`config.mk`:
```
export PLATFORM = sky130hd
export DESIGN_NAME = fifo_wr_arbiter
export DESIGN_NICKNAME = d
export VERILOG_FILES = /design/src/rtl/fifo_wr_arbiter_pkg.sv /design/src/rtl/fifo_wr_arbiter_rr_picker.sv /design/src/rtl/fifo_wr_arbiter.sv
export SDC_FILE = /design/constraint.sdc
export NUM_CORES = 1
export LEC_CHECK = 0
export CORE_ASPECT_RATIO = 0.5
export CORE_MARGIN = 5
export CORE_UTILIZATION = 46
export DETAILED_ROUTE_END_ITERATION = 16
export PLACE_DENSITY_LB_ADDON = 0.3
export SLEW_MARGIN = 20
export SYNTH_ARGS = -nofsm -noshare
export SYNTH_HDL_FRONTEND = slang
export SYNTH_SLANG_ARGS = --single-unit
```
`constraint.sdc`:
```
create_clock -name clk -period 8.07 [get_ports clk]
set_input_delay 0.807 -clock clk [delete_from_list [all_inputs] [get_ports clk]]
set_output_delay 0.807 -clock clk [all_outputs]
set_load 0.05 [all_outputs]
```
`src/rtl/fifo_wr_arbiter_pkg.sv`:
```
// fifo_wr_arbiter_pkg
//   Shared definitions for the SA-array write path: the FIFO entry layout
//   (addr, data) and the default downstream FIFO depth. Imported by the FIFO
//   and by fifo_wr_arbiter so both sides agree on entry format and depth.
package fifo_wr_arbiter_pkg;

  localparam int unsigned ADDR_W         = 8;
  localparam int unsigned DATA_W         = 16;
  localparam int unsigned DEF_FIFO_DEPTH = 8;

  typedef struct packed {
    logic [ADDR_W-1:0] addr;
    logic [DATA_W-1:0] data;
  } FIFO_ENTRY_t;

endpackage

```
`src/rtl/fifo_wr_arbiter_rr_picker.sv`:
```
// fifo_wr_arbiter_rr_picker
//   Combinational round-robin picker: grants the first set bit of req at or
//   after ptr, wrapping modulo N. Shared with the read-side scheduler.
// Ports:
//   req   in  N   request vector
//   ptr   in  IW  search start index
//   grant out N   one-hot grant (all zero when req is zero)
//   idx   out IW  index of the granted bit (0 when req is zero)
module fifo_wr_arbiter_rr_picker #(
  parameter  int unsigned N  = 4,
  localparam int unsigned IW = (N > 1) ? $clog2(N) : 1
) (
  input  logic [N-1:0]  req,
  input  logic [IW-1:0] ptr,
  output logic [N-1:0]  grant,
  output logic [IW-1:0] idx
);

  always_comb begin
    logic        found;
    int unsigned cand;
    grant = '0;
    idx   = '0;
    found = 1'b0;
    cand  = 0;
    for (int unsigned off = 0; off < N; off++) begin
      cand = 32'(ptr) + off;
      cand = cand % N;
      if (!found && req[cand]) begin
        found       = 1'b1;
        grant[cand] = 1'b1;
        idx         = IW'(cand);
      end
    end
  end

endmodule

```
`src/rtl/fifo_wr_arbiter.sv`:
```
// fifo_wr_arbiter
//   Round-robin write-side arbiter sharing one FIFO among NUM_REQ producers.
//   A requester keeps the grant for up to MAX_BURST consecutive beats. A
//   credit counter mirrors FIFO occupancy so the FIFO is never overfilled.
// Ports:
//   clk, rst      clock; synchronous active-high reset (shared with FIFO)
//   req_valid     per-requester beat valid
//   req_entry     per-requester beat (addr, data)
//   req_ready     per-requester accept, at most one bit high
//   fifo_wr_en    registered FIFO write enable
//   fifo_data_in  registered FIFO write data
//   fifo_rd_en    consumer read enable
//   fifo_empty    FIFO empty flag
//   credit_cnt    free FIFO slots not yet claimed
//   grant_id      index of the current grant holder (debug)
module fifo_wr_arbiter
  import fifo_wr_arbiter_pkg::*;
#(
  parameter  int unsigned NUM_REQ    = 4,
  parameter  int unsigned FIFO_DEPTH = DEF_FIFO_DEPTH,
  parameter  int unsigned MAX_BURST  = 4,
  localparam int unsigned IDX_W      = $clog2(NUM_REQ),
  localparam int unsigned CNT_W      = $clog2(FIFO_DEPTH + 1)
) (
  input  logic                      clk,
  input  logic                      rst,
  input  logic [NUM_REQ-1:0]        req_valid,
  input  FIFO_ENTRY_t [NUM_REQ-1:0] req_entry,
  output logic [NUM_REQ-1:0]        req_ready,
  output logic                      fifo_wr_en,
  output FIFO_ENTRY_t               fifo_data_in,
  input  logic                      fifo_rd_en,
  input  logic                      fifo_empty,
  output logic [CNT_W-1:0]          credit_cnt,
  output logic [IDX_W-1:0]          grant_id
);

  localparam int unsigned BEAT_W = $clog2(MAX_BURST + 1);

  typedef enum logic [0:0] {
    IDLE  = 1'b0,
    BURST = 1'b1
  } state_e;

  state_e             state_q, state_d;
  logic [IDX_W-1:0]   owner_q, owner_d;
  logic [BEAT_W-1:0]  beat_cnt_q, beat_cnt_d;
  logic [IDX_W-1:0]   rr_ptr_q, rr_ptr_d;
  logic [CNT_W-1:0]   credit_q, credit_d;
  logic               wr_en_q, wr_en_d;
  FIFO_ENTRY_t        data_q, data_d;

  logic [IDX_W-1:0]   pick_ptr;
  logic [NUM_REQ-1:0] pick_grant;
  logic [IDX_W-1:0]   pick_idx;
  logic [NUM_REQ-1:0] grant;
  logic [IDX_W-1:0]   gnt_idx;
  logic [IDX_W-1:0]   owner_next;
  logic               owner_hold;
  logic               accept;
  logic               pop;

  function automatic logic [IDX_W-1:0] idx_inc(input logic [IDX_W-1:0] i);
    return (i == IDX_W'(NUM_REQ - 1)) ? '0 : i + IDX_W'(1);
  endfunction

  assign owner_hold = (state_q == BURST) && req_valid[owner_q];
  assign owner_next = idx_inc(owner_q);

  // A burst whose owner dropped valid is released in the same cycle, so the
  // picker already searches from owner+1 while the registered state is BURST.
  assign pick_ptr = (state_q == BURST) ? owner_next : rr_ptr_q;

  fifo_wr_arbiter_rr_picker #(
    .N (NUM_REQ)
  ) u_rr_picker (
    .req   (req_valid),
    .ptr   (pick_ptr),
    .grant (pick_grant),
    .idx   (pick_idx)
  );

  always_comb begin
    grant   = pick_grant;
    gnt_idx = pick_idx;
    if (owner_hold) begin
      grant   = NUM_REQ'(1) << owner_q;
      gnt_idx = owner_q;
    end
  end

  // Ready uses only the registered credit, never the live pop.
  assign req_ready = grant & {NUM_REQ{credit_q != '0}};
  assign accept    = |(req_valid & req_ready);
  assign pop       = fifo_rd_en && !fifo_empty;

  always_comb begin
    state_d    = state_q;
    owner_d    = owner_q;
    beat_cnt_d = beat_cnt_q;
    rr_ptr_d   = rr_ptr_q;
    if (owner_hold) begin
      if (accept) begin
        beat_cnt_d = beat_cnt_q + BEAT_W'(1);
        if (beat_cnt_q + BEAT_W'(1) == BEAT_W'(MAX_BURST)) begin
          state_d  = IDLE;
          rr_ptr_d = owner_next;
        end
      end
    end else begin
      if (state_q == BURST) begin
        state_d  = IDLE;
        rr_ptr_d = owner_next;
      end
      if (accept) begin
        owner_d    = pick_idx;
        beat_cnt_d = BEAT_W'(1);
        if (MAX_BURST == 1) begin
          state_d  = IDLE;
          rr_ptr_d = idx_inc(pick_idx);
        end else begin
          state_d  = BURST;
        end
      end
    end
  end

  always_comb begin
    credit_d = credit_q;
    if (accept && !pop) begin
      credit_d = credit_q - CNT_W'(1);
    end else if (pop && !accept && credit_q != CNT_W'(FIFO_DEPTH)) begin
      credit_d = credit_q + CNT_W'(1);
    end
  end

  always_comb begin
    wr_en_d = accept;
    data_d  = accept ? req_entry[gnt_idx] : data_q;
  end

  always_ff @(posedge clk) begin
    if (rst) begin
      state_q    <= IDLE;
      owner_q    <= '0;
      beat_cnt_q <= '0;
      rr_ptr_q   <= '0;
      credit_q   <= CNT_W'(FIFO_DEPTH);
      wr_en_q    <= 1'b0;
      data_q     <= '0;
    end else begin
      state_q    <= state_d;
      owner_q    <= owner_d;
      beat_cnt_q <= beat_cnt_d;
      rr_ptr_q   <= rr_ptr_d;
      credit_q   <= credit_d;
      wr_en_q    <= wr_en_d;
      data_q     <= data_d;
    end
  end

  assign fifo_wr_en   = wr_en_q;
  assign fifo_data_in = data_q;
  assign credit_cnt   = credit_q;
  assign grant_id     = gnt_idx;

  // A pop while every slot is still unclaimed means the FIFO and this
  // counter disagree; the counter saturates instead of overflowing.
  a_no_pop_when_unclaimed : assert property (@(posedge clk) disable iff (rst)
    !(pop && !accept && credit_q == CNT_W'(FIFO_DEPTH)));

endmodule

```
==> results of run 1 <==
[routing by layer]
metal / up-vias / share of wire, %
met2: 119 / 51
met1: 1569 / 39
met5: - / 0
met4: 0 / 1.7
met3: 13 / 8.0
li1: 1619 / -
[cell families after synthesis]
| logic type | Yosys count | synth area share (%) |
|---|---|---|
| AOI/OAI and AO/OA | 125 | 25.25 |
| DFF | 37 | 24.38 |
| xor gates and xnor gates | 2 | 0.5767 |
| adders and majority gates | 17 | 7.249 |
| muxes | 61 | 22.45 |
| buffers and inverters | 43 | 5.931 |
| and+or+nand+nor | 86 | 14.17 |
[cell usage after synthesis (all sizes together) (2+ instances only)]
cell type   n
o211ai     24
nand2      35
and2        4
mux2i      31
dfxtp      37
or3         3
or2         2
ha         16
nor3        5
mux2       27
a221oi      4
inv        13
nand3      10
mux4        3
nor2b       4
nor2       13
a31oi       7
o21ai      41
a311oi      5
o311a       2
buf        13
nor4bb      2
clkbuf     17
a211oi      2
a21oi      33
nand2b      3
[layout make-up]
| type | instances | share of cell area, % |
|---|---|---|
| Timing Repair Buffer | 144 | 30.60 |
| Multi-Input combinational cell | 291 | 45.95 |
| Sequential cell | 37 | 15.89 |
| Inverter | 13 | 1.047 |
| Clock buffer | 5 | 2.684 |
| Clock inverter | 3 | 1.476 |
| Tap cell | 88 | 2.362 |
[critical path, cell delays in order (launching register included)]
cell,delay [ns]
dfxtp_1,0.49
inv_1,0.13
ha_1,0.30
mux2_2,0.36
ha_1,0.46
nor4bb_1,0.31
nand3_1,0.11
a31oi_1,0.36
nor2_1,0.14
a311oi_2,0.28
buf_4,0.30
or2_2,0.49
clkdlybuf4s50_1,0.91
[per-stage QoR]
stage               hold WS [ns]  util (%)  power (uW)
finish                    0.4489     74.82        2180
global route              0.4657     74.82        2323
CTS                       0.4508     74.82        2176
detailed placement        0.4430     71.71        1904
global placement          0.4375     71.71        1880
floorplan                 0.4523         -        1500
[report_power, final]
| part | switching, uW | internal, uW |
|---|---|---|
| sequential | 41.3 | 246 |
| clock | 79.2 | 178 |
| combinational | 1000 | 631 |
| total | 1130 | 1050 |
[layout by cell type (no fill, tap or decap), types with 7 or more instances in the layout]
| master | synthesis | layout |
|---|---|---|
| mux2i_1 | 31 | 31 |
| nand3_1 | 10 | 10 |
| nand2_1 | 34 | 34 |
| o211ai_1 | 24 | 24 |
| a31oi_1 | 7 | 7 |
| inv_1 | 13 | 13 |
| mux2_2 | 27 | 27 |
| o21ai_0 | 41 | 41 |
| a21oi_1 | 33 | 33 |
| dfxtp_1 | 37 | 37 |
| clkdlybuf4s50_1 | 0 | 138 |
| nor2_1 | 13 | 13 |
| ha_1 | 16 | 16 |
[flip-flops by register name, summed over array words and instances (netlist names)]
signal        count
owner_q           2
beat_cnt_q        3
state_q           1
rr_ptr_q          2
credit_cnt        4
fifo_data_in     24
fifo_wr_en        1
[worst paths after layout]
path              slack, ns  cells after the start          endpoint
setup / recovery       2.32                     12       grant_id[0]
hold / removal         0.45                      2  fifo_data_in[22]
setup reg to reg       2.71                     19     credit_cnt[3]
hold reg to reg        0.45                      2  fifo_data_in[22]
==> metrics.yaml, run 1 <==
run_status: "complete, no violations"
synth_cell_types: 44
drv_slew: 0
worstMarginPinSlew_ns: 0.6998
drt_iter0_drc: 290
fmax_ghz: 0.1740
htree_levels: 2
startpoint: "owner_q[0]"
use_met1_pct: 26.31
min_path_type: "register to register"
avgRoutedWirePerCell_um: 17.34
grt.overflow.total: 0
num-nets-final: 613
core_um2: 6231
ys_seq_elements: 37
clock_skew_ns: 0.01015
fin_crit_sh_pct: 71.20
yosys-top-cells-area: "dfxtp_1 24%, mux2i_1 10%, mux2_2 10%"
setup_viol: 0
die_w_um: 124.9
antenna_found_initial: 0
netlist.area_leader.share_pct: 24.38
tns_ns: 0
grt_pass1_wl_um: 15900
dpl.hpwl_um: 7436
drt_pass1_iterations: 4
detail-route-antenna-nets: 0
syn-cell-area_um2: 3038
postPlaceCellArea_um2: 4468
syn_area_per_cell_um2: 8.188
grtUsageTotal_pct: 23.21
place_ws_ns: 2.729
ios: 139
fin_crit_ns: 5.746
yosys_warnings: 0
num_rows: 20
grtUsageMet2_pct: 44.09
postCtsHoldBufs: 0
multi_input_area_um2: 2142
end_kind: "output pin"
syn_nets: 492
start_util_pct: 48.76
fill_cells: 454
stdcell_count: 581
drv_cap: 0
ctsResizeCount: 0
async_flop_share_pct: 0
grt_busiest_layer: "met2"
grt_max_degree: 50
vias: 3320
clk_latency_ns: 0.29
routed_wl_um: 10080
powerDensity_nw_per_um2: 467.7
postCtsSetupBuffers: 0
rsz0062_at_grt: "false"
clockBufferDepth: 2
hold_viol_final: 0
synth-edff-count: 0
cts_inserted_buffers: 5
synth_top_area_cell: "dfxtp_1"
area_growth_pct: 53.46
drive_gt1_share_pct: 10.34
drc_errors: 0
finalInstanceArea_um2: 4662
yosysSeqAreaShare_pct: 24.38
r2r-start: "owner_q[0]"
dp_cells: 573
clkSinkCount: 37
grt_pass1_vias: 3268
syn_inst: 371
port_buffers: 138
cts_tree: "yes"
gp_congestion: 0.9491
vias_per_cell: 5.714
synthFlopType: "dfxtp_1"
grtUsageMet3_pct: 6.319
cts.clk_slew.worst_paths_ns: 0.06
critical_path_required_ns: 7.26
p_leak_uw: 0.001822
die-height_um: 67.47
critPathMaxFanout: 25
ir_worst_vdd_v: 0.0002114
critPathArrivalTime_ns: 4.94
worst_slack_ns: 2.324
diodes: 0
cts-root-buf: "clkbuf_16"
startpoint_type: "register"
relSlewSlack_pct: 53.35
die_area_um2: 8428
seq_area_um2: 740.7
min_from: "fifo_data_in[22]"
critical_path_class: "register to output pin"
Power figures use the tool's default switching activity.
==> run 2: changes to the inputs <==
--- a/config.mk
+++ b/config.mk
@@ -7,7 +7,7 @@
 export LEC_CHECK = 0
 export CORE_ASPECT_RATIO = 0.5
 export CORE_MARGIN = 5
-export CORE_UTILIZATION = 46
+export CORE_UTILIZATION = 42
 export DETAILED_ROUTE_END_ITERATION = 16
 export PLACE_DENSITY_LB_ADDON = 0.3
 export SLEW_MARGIN = 20
==> constraint.sdc (replaced) <==
create_clock -name clk -period 5.3 [get_ports clk]
set_input_delay 0.53 -clock clk [delete_from_list [all_inputs] [get_ports clk]]
set_output_delay 0.53 -clock clk [all_outputs]
set_load 0.05 [all_outputs]
==> metrics.yaml, run 2 (synthesized netlist as in run 1, its figures left out) <==
run_status: "complete, no violations"
cp_slowest_stage_delay_ns: 0.48
drt_iter0_drc: 147
clk_latency_ns: 0.27
fin_crit_ns: 4.889
largest_reg_flops: 24
grt_pass1_vias: 3376
routed_wl_um: 9847
switchingPower_uw: 1722
tns_ns: 0
fmax_ghz: 0.2046
p_sw_share_pct: 52.62
critical_path_required_ns: 5.45
final_cell_mix: "137 x clkdlybuf4s50_1, 41 x o21ai_0, 37 x dfxtp_1"
gp_congestion: 0.9620
cp_slowest_cell: "dfxtp_1"
critPathArrivalTime_ns: 5.04
worstMarginPinSlew_ns: 0.6923
port_buffers: 138
drive_gt1_share_pct: 11.72
detail-route-antenna-nets: 0
ios: 139
cts_inserted_buffers: 5
cts_tree: "yes"
clock_skew_ns: 0.004541
critical_path_class: "register to register"
clkSinkCount: 37
drv_cap: 0
die-height_um: 70.14
relSlewSlack_pct: 53.84
die_w_um: 130.3
startpoint_type: "register"
postCtsSetupBuffers: 0
area_growth_pct: 53.62
combPwrFrac_pct: 77.8
p_leak_uw: 0.001824
die_area_um2: 9137
clockBufferDepth: 2
hold_viol_final: 0
cts-root-buf: "clkbuf_16"
drt_pass1_iterations: 4
cp_cell_sequence: "inv_1 -> ha_1 -> mux2_2 -> ha_1 -> mux2i_1 -> o21ai_0 -> o22ai_1 -> a221oi_1 -> a311oi_1 -> buf_4 -> or4_1 -> nand2_1 -> inv_1 -> ha_1 -> a21o_1 -> a21oi_1 -> nor2_1 -> a211oi_1 -> a32oi_1"
htree_levels: 2
num_rows: 21
ir_worst_vdd_v: 0.0002960
drc_errors: 0
setup_viol: 0
antenna_found_initial: 0
final_common_cell: "clkdlybuf4s50_1"
vias: 3288
dpl.hpwl_um: 7308
internal-power_uw: 1550
min_path_type: "register to register"
powerDensity_nw_per_um2: 701.0
rsz0062_at_grt: "false"
grt_max_degree: 49
clockPowerShare_pct: 8.8
drv_slew: 0
end_kind: "register"
cts.clk_slew.worst_paths_ns: 0.06
grtUsageTotal_pct: 21.20
seq_area_um2: 740.7
diodes: 0
num-nets-final: 616
grt.overflow.total: 0
power_uw: 3271
ctsResizeCount: 0
fill_cells: 590
start_util_pct: 44.30
vias_per_cell: 5.601
multi_input_area_um2: 2173
postCtsHoldBufs: 0
avgRoutedWirePerCell_um: 16.78
grt_pass1_wl_um: 16010
crit_top_cell: "ha_1"
critPathMaxFanout: 9
sequentialPowerShare_pct: 13.4
core_um2: 6858
fin_crit_sh_pct: 92.24
run 2: cell types whose count changed in the layout (fill, tap and decap cells not counted):
cell / previous run / this run
a311oi_2: 1 / 3
clkdlybuf4s50_1: 138 / 137
buf_4: 6 / 10
clkbuf_1: 0 / 1
inv_6: 1 / 0
clkbuf_8: 0 / 1
a221oi_1: 4 / 1
a311oi_1: 4 / 2
bufinv_16: 2 / 0
a221oi_2: 0 / 3
run 2: per-layer routing:
layer	global-route usage, %	wire [um]
met5	0	0
met4	5.991	184
met3	5.331	636
met2	38.02	5019
met1	24.89	4006
run 2: final cells by class:
| class | count | share of cell area, % |
|---|---|---|
| multi-input cells | 291 | 46.57 |
| repair buffers | 147 | 30.99 |
| flip-flops and latches | 37 | 15.87 |
| clock buffers | 7 | 3.056 |
| well taps | 92 | 2.466 |
| inverters | 13 | 1.046 |
run 2: critical path: cells and delay by family (launching register included):
family / cells / cell delay (ns)
flops: 1 / 0.48
compound gates: 8 / 1.78
mux: 2 / 0.46
buf+inv: 3 / 0.38
fa+ha+maj: 3 / 1.02
simple gates: 3 / 0.64
run 2: path summary, 6_finish.rpt:
check | to | slack [ns] | cells after the start | startpoint
max | credit_cnt[3] | 0.41 | 19 | owner_q[0]
min | fifo_data_in[17] | 0.45 | 2 | fifo_data_in[17]
max reg2reg | credit_cnt[3] | 0.41 | 19 | owner_q[0]
min reg2reg | fifo_data_in[17] | 0.45 | 2 | fifo_data_in[17]
run 2: power groups by stage:
| stage | Sequential [uW] | Clock, uW | Combinational, uW |
|---|---|---|---|
| after global placement | 436 | 0 | 2490 |
| after CTS | 436 | 294 | 2520 |
| after global routing | 449 | 308 | 2760 |
| final | 438 | 288 | 2550 |
| after floorplan | 645 | 0 | 1640 |
| after detailed placement | 441 | 0 | 2510 |
run 2: through the flow:
step | hold slack (ns) | instances | area (um^2) | util, % | setup WS [ns]
2_1_floorplan | 0.4523 | 371 | 3038 | - | 0.5709
3_3_place_gp | 0.4372 | 580 | 4493 | 65.52 | 0.6405
6_report | 0.4477 | 587 | 4667 | 68.05 | 0.4112
5_1_grt | 0.4602 | 587 | 4667 | 68.05 | 0.02115
4_1_cts | 0.4509 | 587 | 4636 | 67.60 | 0.4158
3_5_place_dp | 0.4436 | 580 | 4493 | 65.52 | 0.4318
